`config.mk`:
```
export PLATFORM = sky130hd
export DESIGN_NAME = rom_rr_arbiter
export DESIGN_NICKNAME = d
export VERILOG_FILES = /design/src/rtl/rom_rr_arbiter.sv
export SDC_FILE = /design/constraint.sdc
export NUM_CORES = 1
export LEC_CHECK = 0
export CAP_MARGIN = 20
export CORE_MARGIN = 4
export CORE_UTILIZATION = 39
export CTS_BUF_LIST = sky130_fd_sc_hd__clkbuf_2
export CTS_CLUSTER_DIAMETER = 80
export DETAILED_ROUTE_END_ITERATION = 6
export PLACE_DENSITY = 0.76
export SYNTH_ARGS = -nofsm -noshare
export SYNTH_HDL_FRONTEND = slang
export SYNTH_SLANG_ARGS = --single-unit
```
`constraint.sdc`:
```
create_clock -name clk -period 1.3 [get_ports clk]
set_input_delay 0.26 -clock clk [delete_from_list [all_inputs] [get_ports clk]]
set_output_delay 0.26 -clock clk [all_outputs]
set_load 0.05 [all_outputs]
```
`src/rtl/rom_rr_arbiter.sv`:
```
// Round-robin arbiter/sequencer giving two clients shared access to a 16x8 registered ROM.
// Optional macro ROM_ADDR_CHECK_EN adds err_a/err_b and suppresses reads beyond VALID_DEPTH.
module rom_rr_arbiter #(
    parameter int unsigned ADDR_W      = 4,
    parameter int unsigned DATA_W      = 8,
    parameter int unsigned VALID_DEPTH = 10
) (
    input  logic              clk,
    input  logic              rst_n,
    input  logic              req_a,
    input  logic [ADDR_W-1:0] addr_a,
    output logic              ack_a,
    output logic [DATA_W-1:0] data_a,
    input  logic              req_b,
    input  logic [ADDR_W-1:0] addr_b,
    output logic              ack_b,
    output logic [DATA_W-1:0] data_b,
    output logic              rom_cs,
    output logic              rom_rd,
    output logic [ADDR_W-1:0] rom_addr,
    input  logic [DATA_W-1:0] rom_data,
    output logic              busy
`ifdef ROM_ADDR_CHECK_EN
    ,
    output logic              err_a,
    output logic              err_b
`endif
);

    typedef enum logic [1:0] {
        ST_IDLE    = 2'd0,
        ST_ISSUE   = 2'd1,
        ST_CAPTURE = 2'd2
    } state_e;

    localparam logic GNT_A = 1'b0;
    localparam logic GNT_B = 1'b1;

    // Programmed depth must fit the ROM address space.
    if (VALID_DEPTH > (32'd1 << ADDR_W)) begin : g_depth_chk
        $error("VALID_DEPTH exceeds ROM address space");
    end

    state_e              state_q, state_d;
    logic                gnt_q, gnt_d;
    logic                last_q, last_d;
    logic [ADDR_W-1:0]   addr_q, addr_d;
    logic                rom_cs_q, rom_cs_d;
    logic                rom_rd_q, rom_rd_d;
    logic                ack_a_q, ack_a_d;
    logic                ack_b_q, ack_b_d;
    logic [DATA_W-1:0]   data_a_q, data_a_d;
    logic [DATA_W-1:0]   data_b_q, data_b_d;
    logic                busy_q, busy_d;

    logic                elig_a_c;
    logic                elig_b_c;
    logic                pick_c;
    logic [ADDR_W-1:0]   pick_addr_c;
    logic                pick_ok_c;
    logic [DATA_W-1:0]   cap_data_c;

`ifdef ROM_ADDR_CHECK_EN
    logic                inval_q, inval_d;
    logic                err_a_q, err_a_d;
    logic                err_b_q, err_b_d;
`endif

    // Requester whose ack is showing this cycle still holds a stale req; mask it.
    assign elig_a_c    = req_a & ~ack_a_q;
    assign elig_b_c    = req_b & ~ack_b_q;
    assign pick_c      = (elig_a_c & elig_b_c) ? ~last_q : elig_b_c;
    assign pick_addr_c = (pick_c == GNT_B) ? addr_b : addr_a;

`ifdef ROM_ADDR_CHECK_EN
    assign pick_ok_c   = (32'(pick_addr_c) < VALID_DEPTH);
    assign cap_data_c  = inval_q ? '0 : rom_data;
`else
    assign pick_ok_c   = 1'b1;
    assign cap_data_c  = rom_data;
`endif

    // Next-state and registered-output computation.
    always_comb begin
        state_d  = state_q;
        gnt_d    = gnt_q;
        last_d   = last_q;
        addr_d   = addr_q;
        rom_cs_d = 1'b0;
        rom_rd_d = 1'b0;
        ack_a_d  = 1'b0;
        ack_b_d  = 1'b0;
        data_a_d = data_a_q;
        data_b_d = data_b_q;
`ifdef ROM_ADDR_CHECK_EN
        inval_d  = inval_q;
        err_a_d  = 1'b0;
        err_b_d  = 1'b0;
`endif

        case (state_q)
            ST_IDLE: begin
                if (elig_a_c || elig_b_c) begin
                    gnt_d    = pick_c;
                    last_d   = pick_c;
                    addr_d   = pick_addr_c;
                    rom_cs_d = pick_ok_c;
                    rom_rd_d = pick_ok_c;
`ifdef ROM_ADDR_CHECK_EN
                    inval_d  = ~pick_ok_c;
`endif
                    state_d  = ST_ISSUE;
                end
            end
            ST_ISSUE: begin
                state_d = ST_CAPTURE;
            end
            ST_CAPTURE: begin
                if (gnt_q == GNT_A) begin
                    ack_a_d  = 1'b1;
                    data_a_d = cap_data_c;
`ifdef ROM_ADDR_CHECK_EN
                    err_a_d  = inval_q;
`endif
                end else begin
                    ack_b_d  = 1'b1;
                    data_b_d = cap_data_c;
`ifdef ROM_ADDR_CHECK_EN
                    err_b_d  = inval_q;
`endif
                end
                state_d = ST_IDLE;
            end
            default: begin
                state_d = ST_IDLE;
            end
        endcase

        busy_d = (state_d != ST_IDLE);
    end

    // State and output registers.
    always_ff @(posedge clk or negedge rst_n) begin
        if (!rst_n) begin
            state_q  <= ST_IDLE;
            gnt_q    <= GNT_A;
            last_q   <= GNT_B;
            addr_q   <= '0;
            rom_cs_q <= 1'b0;
            rom_rd_q <= 1'b0;
            ack_a_q  <= 1'b0;
            ack_b_q  <= 1'b0;
            data_a_q <= '0;
            data_b_q <= '0;
            busy_q   <= 1'b0;
`ifdef ROM_ADDR_CHECK_EN
            inval_q  <= 1'b0;
            err_a_q  <= 1'b0;
            err_b_q  <= 1'b0;
`endif
        end else begin
            state_q  <= state_d;
            gnt_q    <= gnt_d;
            last_q   <= last_d;
            addr_q   <= addr_d;
            rom_cs_q <= rom_cs_d;
            rom_rd_q <= rom_rd_d;
            ack_a_q  <= ack_a_d;
            ack_b_q  <= ack_b_d;
            data_a_q <= data_a_d;
            data_b_q <= data_b_d;
            busy_q   <= busy_d;
`ifdef ROM_ADDR_CHECK_EN
            inval_q  <= inval_d;
            err_a_q  <= err_a_d;
            err_b_q  <= err_b_d;
`endif
        end
    end

    assign ack_a    = ack_a_q;
    assign ack_b    = ack_b_q;
    assign data_a   = data_a_q;
    assign data_b   = data_b_q;
    assign rom_cs   = rom_cs_q;
    assign rom_rd   = rom_rd_q;
    assign rom_addr = addr_q;
    assign busy     = busy_q;
`ifdef ROM_ADDR_CHECK_EN
    assign err_a    = err_a_q;
    assign err_b    = err_b_q;
`endif

endmodule
```
==> results.md <==
- Final Skew: 0.0106 ns
- Post-synthesis compound-gate area fraction: 5.76%
- Gp weighted congestion: 0.683
- Fmax: around 720 MHz
- Initial antenna violation count: 0
- Die height: 61.3 um
- Vias per cell: 4.86
- Grt ovf: 0
- Worst-Margin Slew: 0.248 ns
- DR vias: between 900 and 1000
- Root buf cell: clkbuf_2
- Port bufs: 44
- Die span in x: 61.3 um
- Clock slew at reported path FFs: 0.25 ns
- Critical Path End: gnt_q$_DFFE_PN0P_
- DRT antenna net count: 0
- Crit. path cell count: 4
- Core Region: between 2000 and 3000 um^2
- DP Area: 1920 um^2
- Area leader, netlist: dfrtp_1
- Starting density of the core: between 40% and 50%
- Num rows: 19
- WP buf/inv: 1
- Fraction of the mapped netlist area in simple logic gates: approximately 18%
- Max IR drop VDD: between 0.002 and 0.003 V
- Worst flop-to-flop path endpoint: gnt_q$_DFFE_PN0P_
- CP arrival: 1.66 ns
- Worst reg2reg path startpoint: ack_a$_DFF_PN0_
- FF+latch count, synth: 28
- Largest stage delay, worst path: 0.48 ns
- DP HPWL: 2.13 mm
- Vias in the first global route: 1042
- Finished Layout Cells: 191
- Detailed Routing Iterations Pass 1: 3
- XOR/XNOR Fraction of Synth Area: 0%
- # clock sinks: 28
- Fin crit period: 1.39 ns
- Ports: 45
- Reg2Reg Setup Slack: -0.09 ns
- Largest family of logic cells by synthesized area: simple AND/OR/NAND/NOR gates
- Share of layout cells above drive strength 1: 48.1%
- Period utilization: 107%
- Commonest non-fill, non-tap cell in the layout: nand2_1
- R2R cell count: 4
- Nets: approximately 180
- Number of remaining DRC errors: 0
- Layout area overhead: 88.6%
- Post-route design area: 2090 um^2
- Hold WS: roughly 0.22 ns
- Required @ worst endpoint: 1.57 ns
- CP cell instances: nand2b_4 > a211oi_4 > buf_6 > mux2_4
- Antenna cells: 0
- Drt total wl: 2.97 mm
- Syn Std Cell Area: 1110 um^2
- Drt wl/cell: 15.5 um
- Crit path max-delay family: flip-flops
- Final Max Slew Viols: 0
- Most frequent cells in the layout: nand2_1, buf_12, dfrtp_1, clkdlybuf4s50_1, buf_4
- Syn Area/Cell: 11.8 um^2
- Critical path's slowest cell: dfrtp_2
- Setup WS post-layout: -0.0920 ns
- Syn Nets: about 110
- Setup_tns: -0.236 ns
- First-pass GRT wire length: 4.65 mm
- Synth top area cells: dfrtp_1, nand2_1, mux2_2, a31oi_1, nand2b_4
- LEAKAGE: between 0.9 and 1 nW
- Crit path launch type: flop
- GRT Util Overall: 17.1%
- Failing checks: setup timing
- YS warnings: 0
- Slew margin rel.: 83.5%
- Max-cap viol count: 0
- Htree depth: 1
- Worst Hold Class: input pin to asynchronous set/reset pin
- Post-Synth Adder-Cell Area: 0%
- RSZ-0062 raised after global routing: yes
- CTS tree: built
- Sequential element share of the synthesized area: between 60% and 70%
- Placed insts: between 150 and 200
- Die area: 3760 um^2
- Pwr Density: 3100 nW/um^2
- Hold Fails Final Rpt: 0
- Proportion of synthesized area in mux cells: slightly above 10%
- CTS Buf Count: 3
- Clk Latency, worst-skew pair: between 0.3 and 0.4 ns
- Crit Path Max Fanout: 3
- CP startpoint: ack_a$_DFF_PN0_
- Gate Count Post-Synth: between 90 and 100
- Status: finished, violations left
- CTS Buffer Depth: 2
- Final setup vio count: 4
- Yosys top cell area share: 60.9%
- Largest net degree at the start of global routing: 29
- Crit Path Category: flop to flop
- Hold_buf cts: 0
- Fill count: 180
- Critical Path End Type: flop
- Post-synth cell types: 19
- DR iter-0 viols: 25
[cell type report]
cell class,count,area [um^2],share of cell area [%]
multi-input cells,61,437,20.9
repair buffers,65,876,41.9
well taps,31,38.8,1.86
inverters,2,11.3,0.539
flip-flops and latches,28,708,33.9
clock buffers,4,20.0,0.958
[report_power, final]
group	total [mW]	internal (mW)	leakage, nW	switching, mW
logic	4.38	2.29	0.632	2.09
registers	1.79	1.31	0.330	0.478
clock network	0.320	0.0812	0.0166	0.239
[cell families (layout without fill, tap and decap cells)]
family,Yosys count,after routing
buffers and inverters,5,71
flip-flops,28,28
AO/OA/AOI/OAI,9,9
AND/OR/NAND/NOR,42,42
multiplexers,10,10
[per-layer routing]
metal / track usage, % / part of all wire, % / vias to the layer above
met4: 6.81 / 0.81 / 0
li1: - / - / 439
met2: 29.8 / 52 / 33
met3: 6.50 / 9.3 / 4
met1: 18.8 / 38 / 453
met5: 0 / 0 / -
[worst min-delay path by stage]
stage                                      from                     to  slack (ns)  depth (start not counted)
final                                     rst_n  data_b[5]$_DFFE_PN0P_        0.22                          2
after global routing                      rst_n  data_b[5]$_DFFE_PN0P_        0.18                          2
after CTS                                 rst_n  data_b[5]$_DFFE_PN0P_        0.20                          2
after detailed placement  data_b[3]$_DFFE_PN0P_  data_b[3]$_DFFE_PN0P_        0.52                          2
after global placement    data_b[7]$_DFFE_PN0P_  data_b[7]$_DFFE_PN0P_        0.52                          2
after floorplan                           rst_n        ack_a$_DFF_PN0_       -0.04                          0
[through the flow]
stage | power (mW) | util (%) | setup slack, ns
2_1_floorplan | 3.58 | - | -0.222
3_3_place_gp | 5.63 | 70.3 | -0.345
3_5_place_dp | 5.74 | 70.3 | -0.449
4_1_cts | 6.23 | 72.9 | -0.0929
5_1_grt | 6.80 | 76.5 | -0.136
6_report | 6.49 | 76.5 | -0.0920
[sequential cells by signal, indices dropped and copies added (netlist names), 2 cells and up]
signal    cells
state_q       2
data_b        8
data_a        8
rom_addr      4
[timing repair]
action	4_1_cts	5_1_grt
endpoints found under the setup margin	14	40
gates cloned	0	0
setup buffers	2	7
pin swaps	2	4
resized for setup	11	13
[synth_stat cells (all sizes together)]
cell	n
nand2	32
dfrtp	27
mux2	10
a31oi	5
nor2	5
buf	3
a211oi	2
nand2b	2
a21o	1
a21oi	1
clkinv	1
dfstp	1
inv	1
nand3b	1
nor2b	1
nor3b	1
Power figures use the tool's default switching activity.
